<file path="config.mk">
export PLATFORM = sky130hd
export DESIGN_NAME = pwm_timebase_loader
export DESIGN_NICKNAME = d
export VERILOG_FILES = /design/src/rtl/pwm_timebase_loader.sv
export SDC_FILE = /design/constraint.sdc
export NUM_CORES = 1
export LEC_CHECK = 0
export CAP_MARGIN = 20
export CORE_AREA = 2 2 115 117
export CTS_CLUSTER_DIAMETER = 40
export CTS_CLUSTER_SIZE = 12
export DETAILED_ROUTE_END_ITERATION = 6
export DIE_AREA = 0 0 117 119
export GPL_ROUTABILITY_DRIVEN = 0
export PLACE_DENSITY = 0.92
export SLEW_MARGIN = 40
export SYNTH_ARGS = -nofsm -noshare
export SYNTH_HDL_FRONTEND = slang
export SYNTH_SLANG_ARGS = --single-unit
</file>
<file path="constraint.sdc">
create_clock -name clk -period 5.2 [get_ports clk]
set_input_delay 1.04 -clock clk [delete_from_list [all_inputs] [get_ports clk]]
set_output_delay 1.04 -clock clk [all_outputs]
set_load 0.005 [all_outputs]
</file>
<file path="src/rtl/pwm_timebase_loader.sv">
// Free-running PWM timebase with double-buffered compare/period words.
// Control-side words are held in a one-entry buffer and become active only at a period wrap.
module pwm_timebase_loader #(
    parameter int unsigned         WIDTH      = 17,
    parameter logic [WIDTH-1:0]    RST_PERIOD = WIDTH'(2**WIDTH - 1),
    parameter logic [WIDTH-1:0]    RST_HALF   = WIDTH'(2**(WIDTH - 1))
) (
    input  logic             clk,
    input  logic             rst,
    input  logic             en,
    input  logic             in_valid,
    output logic             in_ready,
    input  logic [WIDTH-1:0] in_cmpH,
    input  logic [WIDTH:0]   in_cmpL,
    input  logic [WIDTH-1:0] in_period,
    output logic [WIDTH-1:0] tb,
    output logic [WIDTH-1:0] cmpH,
    output logic [WIDTH:0]   cmpL,
    output logic             frame,
    output logic             range_err
);

    logic [WIDTH-1:0] tb_q, tb_d;
    logic [WIDTH-1:0] cmpH_q, cmpH_d;
    logic [WIDTH:0]   cmpL_q, cmpL_d;
    logic [WIDTH-1:0] periodAct_q, periodAct_d;

    logic [WIDTH-1:0] pendH_q, pendH_d;
    logic [WIDTH:0]   pendL_q, pendL_d;
    logic [WIDTH-1:0] pendP_q, pendP_d;
    logic             pendFull_q, pendFull_d;

    logic             ready_q, ready_d;
    logic             frame_q, frame_d;
    logic             rangeErr_q, rangeErr_d;

    logic             wrap;
    logic             accept;
    logic             inRange;

    assign wrap    = en && (tb_q == periodAct_q);
    assign accept  = in_valid && ready_q;
    assign inRange = (in_cmpH <= in_period) && (in_cmpL[WIDTH:1] <= in_period);

    always_comb begin
        tb_d        = tb_q;
        cmpH_d      = cmpH_q;
        cmpL_d      = cmpL_q;
        periodAct_d = periodAct_q;
        pendH_d     = pendH_q;
        pendL_d     = pendL_q;
        pendP_d     = pendP_q;
        pendFull_d  = pendFull_q;
        frame_d     = 1'b0;
        rangeErr_d  = 1'b0;

        if (en) begin
            tb_d    = wrap ? '0 : tb_q + 1'b1;
            frame_d = wrap;
        end

        // A word accepted on the wrap edge with an empty buffer skips the buffer entirely.
        if (wrap && pendFull_q) begin
            cmpH_d      = pendH_q;
            cmpL_d      = pendL_q;
            periodAct_d = pendP_q;
            pendFull_d  = 1'b0;
        end else if (accept && !inRange) begin
            rangeErr_d = 1'b1;
        end else if (accept && wrap) begin
            cmpH_d      = in_cmpH;
            cmpL_d      = in_cmpL;
            periodAct_d = in_period;
        end else if (accept) begin
            pendH_d    = in_cmpH;
            pendL_d    = in_cmpL;
            pendP_d    = in_period;
            pendFull_d = 1'b1;
        end

        ready_d = !pendFull_d;
    end

    always_ff @(posedge clk or posedge rst) begin
        if (rst) begin
            tb_q        <= '0;
            cmpH_q      <= '0;
            cmpL_q      <= {RST_HALF, 1'b0};
            periodAct_q <= RST_PERIOD;
            pendH_q     <= '0;
            pendL_q     <= '0;
            pendP_q     <= '0;
            pendFull_q  <= 1'b0;
            ready_q     <= 1'b1;
            frame_q     <= 1'b0;
            rangeErr_q  <= 1'b0;
        end else begin
            tb_q        <= tb_d;
            cmpH_q      <= cmpH_d;
            cmpL_q      <= cmpL_d;
            periodAct_q <= periodAct_d;
            pendH_q     <= pendH_d;
            pendL_q     <= pendL_d;
            pendP_q     <= pendP_d;
            pendFull_q  <= pendFull_d;
            ready_q     <= ready_d;
            frame_q     <= frame_d;
            rangeErr_q  <= rangeErr_d;
        end
    end

    assign in_ready  = ready_q;
    assign tb        = tb_q;
    assign cmpH      = cmpH_q;
    assign cmpL      = cmpL_q;
    assign frame     = frame_q;
    assign range_err = rangeErr_q;

endmodule
</file>
==> impl_metrics.tcl <==
set metrics [dict create \
    outcome "finished, violations left" \
    failed_checks "DRC" \
    area_growth_pct 27.50 \
    globalRouteTotalUtil_pct 28.88 \
    synthesis.yosys.warnings 0 \
    start_kind "primary input" \
    cts_tree "yes" \
    slew-limit-headroom_pct 47.22 \
    postSynthAreaPerCell_sq_um 10.60 \
    ctsResizeCount 0 \
    vdd.ir_drop.worst_v 0.0002288 \
    mappedNetlistArea_sq_um 6730 \
    viasPerCell 6.358 \
    first_iter_violations 726 \
    clkLatencyLatePin_ps 420 \
    ioPinCount 111 \
    h_tree_depth 4 \
    crit_chain "clkdlybuf4s50_1 > inv_1 > ha_1 > nand4_1 > nor3_1 > a2111oi_0 > o41ai_1 > a22o_2 > or3_4 > buf_12 > buf_12 > mux2_4" \
    worst_hold_path_type "flip-flop to flip-flop" \
    critical_path.n_buffers_inverters 4 \
    vias 5875 \
    critical_path.max_fanout 20 \
    ys_seq_elements 125 \
    netlist-cell-type-count 41 \
    worst_path_most_repeated_cell "buf_12" \
    count_of_mapped_cells_out_of_synthesis 635 \
    hold_viol_final 0 \
    r2r_cells 8 \
    pin_count_of_the_biggest_net_entering_global_routing 80 \
    dp.final_hpwl_mm 12.61 \
    timing_worst_setup_path_type "primary input to flip-flop" \
    fin_ws_ps 789.9 \
    cp_slowest_stage_delay_ps 590 \
    place_inst 891 \
    core_region_area_sq_um 12870 \
    instance_area_at_placement_sq_um 8034 \
    timing.max_cap.violations 0 \
    grtUsageMet3_pct 7.176 \
    cp.depth 12 \
    initial_utilization_pct 52.27 \
    layout-drive-gt1-share_pct 15.91 \
    cts_root_buf "clkbuf_16" \
    r2r_slack_ps 1880 \
    crit-reg2reg-capture "pendL_q[0]" \
    postLayoutCellArea_sq_um 8581 \
    worst-slew-pin-transition_ps 789.8 \
    crit_end "pendL_q[0]" \
    grt.overflow.total 0 \
    drt_wl_total_mm 19.34 \
    cp-end-kind "flip-flop" \
    cts.hold.buffers_added 0 \
    unrepaired_setup_endpoints_after_global_routing "no" \
    timing.final.max_slew_violations 0 \
    worst-endpoint-required_ps 5490 \
    finish.net_count 826 \
    chipHeight_um 119 \
    postCtsSetupBuffers 0 \
    fmax_ghz 0.2268 \
    crit_slowest_cell "a2111oi_0" \
    gr-max-usage-layer "met2" \
    fin_crit_sh_pct 84.81 \
    io_buffer_count 110 \
    die_x_um 117 \
    layout.core_utilization_pct 66.65 \
    grt_pass1_vias 5822 \
    drt-wirelength-per-cell_um 20.93 \
    timing.critical_path.from "in_period[3]" \
    synth_enable_flop_cells 0 \
    fin_crit_ps 4410 \
    grt_use_met1_pct 39.05 \
    cts_buffers 17 \
    detailedRoute.firstPassIterationCount 7 \
    setup_tns_ps 0 \
    dieArea_sq_um 13920 \
    mappedNetlistNets 726 \
    antennaDiodeCount 0 \
    global_route.usage.met2_pct 44.87 \
    antenna_violations_before_repair 0 \
    placementRows 42 \
    holdWs_ps 500.6 \
    layout.cells.non_filler 924 \
    drcViolationCount 4 \
    finalSetupViolations 0 \
    cts-root-to-sink-buffers 2 \
    critPathTopFamily "compound AO/OA/AOI/OAI gates" \
    totalPowerFinal_mw 3.215 \
    cts_num_sinks 125 \
    first_pass_grt_wire_length_mm 30.95 \
    synth_async_sr_flop_share_pct 100.0 \
    dpl_worst_slack_ps 454.8 \
    regToRegStartpoint "tb[0]" \
    finalClockSkew_ps 8.784 \
    yosys_most_used_dff "dfrtp_1" \
    powerDensity_nw_per_um2 374.7 \
    power.leakage_nw 4.050 \
    synth_seq_area_share_pct 46.83 \
    ant_nets 0 \
    clkTransAtPathRegs_ps 60 \
    timing.critical_path.arrival_ps 4700 \
]
-- worst reg2reg max path: stages (launching register included) --
cell     delay (ps)
dfrtp_1         470
xor2_1          220
nor4b_1         430
nand3_1         170
nor3_1          640
or3_4           450
buf_12          250
buf_12          230
mux2_4          330
-- where the power goes --
part | switching (mW) | internal [mW]
Combinational | 0.279 | 0.446
Clock | 0.420 | 0.676
Sequential | 0.187 | 1.21
-- synth_stat cells (all sizes together), types with 2 or more instances --
library cell	n	share of area, %
xor2	23	3.0
nor4	5	0.46
nand2	17	0.95
dfrtp	106	39
a21o	3	0.33
dfstp	19	7.4
a21oi	9	0.67
and4	2	0.26
ha	35	6.5
xnor2	9	1.2
buf	9	1.1
inv	22	1.2
nand4	8	0.74
a22oi	53	5.9
clkbuf	32	1.8
mux2	52	11
nand2b	2	0.19
o21ai	8	0.59
a221oi	3	0.39
and3	3	0.28
nor2	25	1.4
and2	2	0.19
a211oi	2	0.22
nor3	5	0.37
nand3	170	13
-- cell type report --
cell class | instances | area, sq um
flip-flops and latches | 125 | 3152
fillers | 900 | 4294
inverters | 22 | 87.58
well taps | 176 | 220.2
clock buffers | 24 | 471.7
repair buffers | 122 | 1241
clock inverters | 8 | 67.56
multi-input cells | 447 | 3341
-- how the worst min path moves through the flow --
stage | startpoint | endpoint | depth (start not counted)
after global routing | pendL_q[7] | pendL_q[7] | 1
after global placement | cmpL[17] | cmpL[17] | 2
final | cmpL[17] | cmpL[17] | 2
after floorplan | periodAct_q[0] | periodAct_q[0] | 2
after CTS | cmpL[17] | cmpL[17] | 2
after detailed placement | cmpL[17] | cmpL[17] | 2
-- cells in the final DEF (no fill, tap or decap), drive strengths merged, types with 3 or more instances in the layout --
cell	n
a21o	3
a21oi	9
a221oi	3
a22oi	53
and3	3
buf	12
clkbuf	24
clkdlybuf4s50	110
clkinv	6
dfrtp	106
dfstp	19
ha	35
inv	22
mux2	52
nand2	17
nand3	170
nand4	8
nor2	25
nor3	5
nor4	5
o21ai	8
xnor2	9
xor2	23
-- registers in the layout (all words and copies together), names as in the netlist --
| signal | count |
|---|---|
| pendH_q | 17 |
| periodAct_q | 17 |
| pendP_q | 17 |
| pendFull_q | 1 |
| tb | 17 |
| in_ready | 1 |
| pendL_q | 18 |
| frame | 1 |
| range_err | 1 |
| cmpH | 17 |
| cmpL | 18 |
-- routing by layer --
metal  share of wire (%)  vias up
li1                    -     2523
met1                  40     2940
met2                  48      348
met3                 8.1       64
met4                 3.1        0
met5                   0        -
-- kinds of logic after synthesis --
group	after synthesis	synth area share (%)
compound gates	83	8.719
fa+ha+maj	35	6.507
flops	125	46.83
buf+inv	63	4.146
mux	52	11.49
xor+xnor	32	4.164
simple gates	245	18.14
No activity file was read; power rests on OpenSTA's default activity.
